## src/rtl/gpio_pkg.sv

```systemverilog
// gpio_pkg: register offsets and pin count shared by the GPIO controller and its bench.
package gpio_pkg;
   localparam int GPIO_WIDTH = 16;
   localparam logic [2:0] GPIO_DIR      = 3'd0;
   localparam logic [2:0] GPIO_OUT      = 3'd1;
   localparam logic [2:0] GPIO_IN       = 3'd2;
   localparam logic [2:0] GPIO_EDGE     = 3'd3;
   localparam logic [2:0] GPIO_EN       = 3'd4;
   localparam logic [2:0] GPIO_PRESCALE = 3'd5;
endpackage

```

## src/rtl/gpio_pin_filter.sv

```systemverilog
// gpio_pin_filter: two-flop synchronizer plus strobe-paced debounce for one pin.
module gpio_pin_filter #(
   parameter int FILT_SAMPLES = 3
) (
   input  logic i_clk,
   input  logic i_rst,
   input  logic i_pin,
   input  logic i_strobe,
   output logic o_filt,
   output logic o_chg
);
   localparam int CW = $clog2(FILT_SAMPLES + 1);
   logic [1:0] sync_q, sync_d;
   logic filt_q, filt_d;
   logic [CW-1:0] cnt_q, cnt_d;
   always_comb begin
      sync_d = {sync_q[0], i_pin};
      o_chg  = i_strobe && (sync_q[1] != filt_q) && (cnt_q == CW'(FILT_SAMPLES - 1));
      filt_d = o_chg ? sync_q[1] : filt_q;
      cnt_d  = !i_strobe ? cnt_q : (sync_q[1] == filt_q || o_chg) ? '0 : cnt_q + CW'(1);
   end
   always_ff @(posedge i_clk or posedge i_rst)
      if (i_rst) begin
         sync_q <= '0;
         filt_q <= 1'b0;
         cnt_q  <= '0;
      end else begin
         sync_q <= sync_d;
         filt_q <= filt_d;
         cnt_q  <= cnt_d;
      end
   assign o_filt = filt_q;
endmodule

```

## src/rtl/gpio_port.sv

```systemverilog
// gpio_port: memory-mapped GPIO register file with debounced inputs, sticky edge flags
// and a masked level interrupt.
module gpio_port
   import gpio_pkg::*;
#(
   parameter int          WIDTH        = GPIO_WIDTH,
   parameter int          FILT_SAMPLES = 3,
   parameter logic [15:0] PRESCALE_RST = 16'd0
) (
   input  logic             i_clk,
   input  logic             i_rst,
   input  logic [2:0]       i_memAddr,
   input  logic [15:0]      i_memDataIn,
   input  logic             i_memWrEn,
   output logic [15:0]      o_memDataOut,
   input  logic [WIDTH-1:0] i_gpioPins,
   output logic [WIDTH-1:0] o_gpioDrive,
   output logic [WIDTH-1:0] o_gpioOe,
   output logic             o_intr
);
   logic [WIDTH-1:0] dir_q, dir_d, out_q, out_d, edge_q, edge_d, en_q, en_d;
   logic [WIDTH-1:0] filt, chg;
   logic [15:0] pre_q, pre_d, pcnt_q, pcnt_d;
   logic intr_q, intr_d, strobe;
   gpio_pin_filter #(.FILT_SAMPLES(FILT_SAMPLES)) u_filt [WIDTH-1:0] (
      .i_clk    (i_clk),
      .i_rst    (i_rst),
      .i_pin    (i_gpioPins),
      .i_strobe ({WIDTH{strobe}}),
      .o_filt   (filt),
      .o_chg    (chg)
   );
   always_comb begin
      strobe = pcnt_q == pre_q;
      dir_d  = (i_memWrEn && i_memAddr == GPIO_DIR) ? i_memDataIn[WIDTH-1:0] : dir_q;
      out_d  = (i_memWrEn && i_memAddr == GPIO_OUT) ? i_memDataIn[WIDTH-1:0] : out_q;
      en_d   = (i_memWrEn && i_memAddr == GPIO_EN) ? i_memDataIn[WIDTH-1:0] : en_q;
      pre_d  = (i_memWrEn && i_memAddr == GPIO_PRESCALE) ? i_memDataIn : pre_q;
      // a new edge in the same cycle as its W1C clear keeps the flag set
      edge_d = (edge_q & ~((i_memWrEn && i_memAddr == GPIO_EDGE) ? i_memDataIn[WIDTH-1:0] : '0)) | chg;
      pcnt_d = ((i_memWrEn && i_memAddr == GPIO_PRESCALE) || strobe) ? 16'd0 : pcnt_q + 16'd1;
      intr_d = |(edge_q & en_q);
      o_memDataOut = (i_memAddr == GPIO_DIR)      ? 16'(dir_q)  :
                     (i_memAddr == GPIO_OUT)      ? 16'(out_q)  :
                     (i_memAddr == GPIO_IN)       ? 16'(filt)   :
                     (i_memAddr == GPIO_EDGE)     ? 16'(edge_q) :
                     (i_memAddr == GPIO_EN)       ? 16'(en_q)   :
                     (i_memAddr == GPIO_PRESCALE) ? pre_q       : 16'd0;
   end
   always_ff @(posedge i_clk or posedge i_rst)
      if (i_rst) begin
         dir_q  <= '0;
         out_q  <= '0;
         edge_q <= '0;
         en_q   <= '0;
         pre_q  <= PRESCALE_RST;
         pcnt_q <= '0;
         intr_q <= 1'b0;
      end else begin
         dir_q  <= dir_d;
         out_q  <= out_d;
         edge_q <= edge_d;
         en_q   <= en_d;
         pre_q  <= pre_d;
         pcnt_q <= pcnt_d;
         intr_q <= intr_d;
      end
   assign o_gpioOe    = dir_q;
   assign o_gpioDrive = out_q;
   assign o_intr      = intr_q;
endmodule

```

## config.mk

```make
export PLATFORM = sky130hd
export DESIGN_NAME = gpio_port
export DESIGN_NICKNAME = d
export VERILOG_FILES = /design/src/rtl/gpio_pkg.sv /design/src/rtl/gpio_pin_filter.sv /design/src/rtl/gpio_port.sv
export SDC_FILE = /design/constraint.sdc
export NUM_CORES = 1
export LEC_CHECK = 0
export CELL_PAD_IN_SITES_DETAIL_PLACEMENT = 1
export CELL_PAD_IN_SITES_GLOBAL_PLACEMENT = 2
export CORE_MARGIN = 2
export CORE_UTILIZATION = 38
export CTS_CLUSTER_DIAMETER = 150
export DETAILED_ROUTE_END_ITERATION = 16
export PLACE_DENSITY = 0.88
export SETUP_SLACK_MARGIN = 0.05
export SYNTH_ARGS = -nofsm -noshare
export SYNTH_HDL_FRONTEND = slang
export SYNTH_HIERARCHICAL = 1
export SYNTH_SLANG_ARGS = --single-unit
```

## constraint.sdc

```tcl
create_clock -name i_clk -period 3.9 [get_ports i_clk]
set_input_delay 0.585 -clock i_clk [delete_from_list [all_inputs] [get_ports i_clk]]
set_output_delay 0.585 -clock i_clk [all_outputs]
set_load 0.1 [all_outputs]
```

==> metrics.yaml <==
die_height_um: 149.8
fin_crit_sh_pct: 80.23
setup_viol: 0
holdPathEnd: "u_filt[8]/sync_q[1]$_DFF_PP0_"
synth-main-ff-cell: "dfrtp_1"
synth_edf_count: 0
ctsResizeCount: 0
rsz0062_at_grt: "no"
fillers: 2211
synth-async-reset-ratio_pct: 100.0
synth_area_leaders: "dfrtp_1, mux2_2, xnor2_1, mux2i_1, or3b_1"
worst-setup-path-type: "primary input to output pin"
routedWlPerCell_um: 21.36
netlist_area_um2: 8083
synth_area_per_cell_um2: 12.03
htree_num_levels: 4
clock.fmax_ghz: 0.3196
cp-start-kind: "primary input"
grt_usage_pct: 21.29
initial_core_util_pct: 38.57
core_um2: 20960
post-route-util_pct: 48.23
yosysMostFrequentCell: "dfrtp_1"
die-area_um2: 22450
hp-start: "u_filt[8]/sync_q[0]$_DFF_PP0_"
synth_nets: 727
cp-end-kind: "output pin"
yosysTopAreaCellShare_pct: 54.80
rows: 53
hold_buffers: 0
yosysTopAreaCell: "dfrtp_1"
antenna_found_initial: 0
min_path_cells: 0
slew_viol_final: 0
timing.rr.end: "u_filt[2]/cnt_q[1]$_DFFE_PP0P_"
crit_required_ns: 3.31
fin_skew_ns: 0.007922
ant_nets: 0
worst_pin_slew_ns: 1.004
slew_headroom_pct: 32.83
area_growth_pct: 25.05
finalWeightedCongestion: 0.8209
cellPowerDensity_nw_per_um2: 545.6
ys_ff_latch: 177
min_path_type: "register to register"
ys_seq_area_share_pct: 54.80
drt_first_pass_iters: 4
ff2ff_path_depth: 6
hold_viol: 0
first_iter_violations: 257
die_w_um: 149.8
status: "complete, no violations"
insertedDiodeCount: 0
postSynthCellCount: 672
cp_slowest_cell: "nand2b_1"
cts.clk_slew.worst_paths_ns: 0.06
grt_pass1_vias: 6412
grt_max_degree: 98
vias_per_cell: 5.341
place.port_buffers: 86
cp_max_fo: 10
yosys_warnings: 6
io_pins: 87
worstPathArrival_ns: 2.54
p_leak_nw: 4.394
synth_cell_types: 40
insertion_delay_ns: 0.43
grt_pass1_wl_um: 36230
layout_min_cycle_time_ns: 3.129
routed_wl_um: 22660
ir_worst_vdd_uv: 290.7
vias: 5667
tns_ns: 0
worst-r2r-setup-slack_ns: 1.39
clock_tree.root_cell: "clkbuf_16"
fin_nets: 833
crit_chain: "clkdlybuf4s50_1, nand2b_1, buf_4, o221ai_1, buf_12"
postCtsSetupRepairBufs: 0
yosys-top-cells-count: "dfrtp_1, mux2_2, inv_1"
slowest_delay_ns: 0.50
cts_tree: "yes"
drive_gt1_share_pct: 20.10
maxCapViolations: 0
drc_errors: 0
cts_sinks: 177
rr_startpoint: "pcnt_q[8]$_DFF_PP0_"
grt_overflow_total: 0
cts_made_buffers: 17
clockBufferDepth: 2
dpl.hpwl_um: 16080
-- cell families (layout without fill, tap and decap cells) --
kind of cell               after synthesis  in the layout  share of synthesized area (%)
and+or+nand+nor                        160            160                          10.91
adders and majority gates               17             17                          2.632
muxes                                  112            112                          15.73
AOI/OAI and AO/OA                       88             88                          7.585
xor gates and xnor gates                44             44                          4.768
DFF                                    177            177                          54.80
buffers and inverters                   74            188                          3.576
-- layer usage --
| layer | track usage, % | up-vias | share of wire [%] |
|---|---|---|---|
| met5 | 0 | - | 0 |
| met4 | 6.226 | 0 | 1.7 |
| met3 | 3.811 | 25 | 3.8 |
| met2 | 37.53 | 121 | 52 |
| met1 | 26.69 | 2942 | 42 |
| li1 | - | 2579 | - |
-- worst max path at each step --
stage	endpoint	cells past startpoint	startpoint	slack (ns)
2_1_floorplan	o_memDataOut[10]	5	i_memAddr[1]	0.18
3_3_place_gp	o_memDataOut[15]	5	i_memAddr[1]	0.87
3_5_place_dp	o_memDataOut[0]	5	i_memAddr[1]	0.85
4_1_cts	o_memDataOut[2]	5	i_memAddr[1]	0.84
5_1_grt	o_memDataOut[3]	5	i_memAddr[1]	0.71
6_report	o_memDataOut[15]	5	i_memAddr[1]	0.77
-- final cells by class --
| cell class | count | area [µm²] | area share [%] |
|---|---|---|---|
| Inverter | 53 | 201.4 | 1.993 |
| Clock buffer | 19 | 432.9 | 4.283 |
| Sequential cell | 177 | 4429 | 43.82 |
| Timing Repair Buffer | 108 | 1206 | 11.93 |
| Multi-Input combinational cell | 421 | 3376 | 33.40 |
| Clock inverter | 8 | 117.6 | 1.164 |
| Tap cell | 275 | 344.1 | 3.404 |
-- registers in the layout, summed over array words and instances (netlist names) --
register and count:
u_filt/cnt_q 32, u_filt/sync_q 32, edge_q 16, en_q 16
o_gpioDrive 16, o_gpioOe 16, pcnt_q 16, pre_q 16
u_filt/o_filt 16, o_intr 1
-- metrics by stage --
stage / area, µm² / worst slack, ns / power, mW / hold slack, ns / instances
after floorplan: 8083 / 0.1758 / 3.366 / 0.3312 / 672
after global placement: 9557 / 0.8749 / 3.842 / 0.3339 / 1034
after detailed placement: 9557 / 0.8529 / 3.888 / 0.3373 / 1034
after CTS: 10110 / 0.8410 / 5.571 / 0.3503 / 1061
after global routing: 10110 / 0.7099 / 5.734 / 0.3588 / 1061
final: 10110 / 0.7711 / 5.514 / 0.3474 / 1061
-- critical path, delay by kind of cell --
family                 cells  cell delay (ns)
AO/OA/AOI/OAI              1             0.39
buffers and inverters      3             1.06
AND/OR/NAND/NOR            1             0.50
-- power breakdown --
| group | switching, mW | internal (mW) | total, mW | leakage, nW |
|---|---|---|---|---|
| clock network | 0.675 | 0.985 | 1.66 | 0.270 |
| logic | 1.08 | 0.527 | 1.61 | 1.86 |
| registers | 0.205 | 2.04 | 2.24 | 2.26 |
-- placed cells by master, fill, tap and decap left out, types with 2 or more instances in the layout --
master	Yosys	layout
mux2_2	80	80
ha_1	17	17
nand3_1	7	7
mux2i_1	28	28
clkinv_2	0	4
xor2_1	5	5
nor3_2	2	2
dfrtp_1	177	177
buf_12	0	18
buf_4	0	20
a221oi_1	4	4
bufinv_16	0	3
inv_1	53	52
nand2_1	49	49
a21o_1	16	16
clkbuf_1	10	2
nor3_1	14	14
nor2_1	33	32
nor4_1	3	3
o22ai_1	36	36
or3b_1	32	32
xnor2_1	39	39
a21oi_1	12	12
nand2b_1	3	3
nand4_1	7	7
a22o_1	4	4
clkbuf_16	0	17
o221ai_1	12	12
mux4_2	4	4
clkdlybuf4s50_1	0	69
Power figures use the tool's default switching activity.
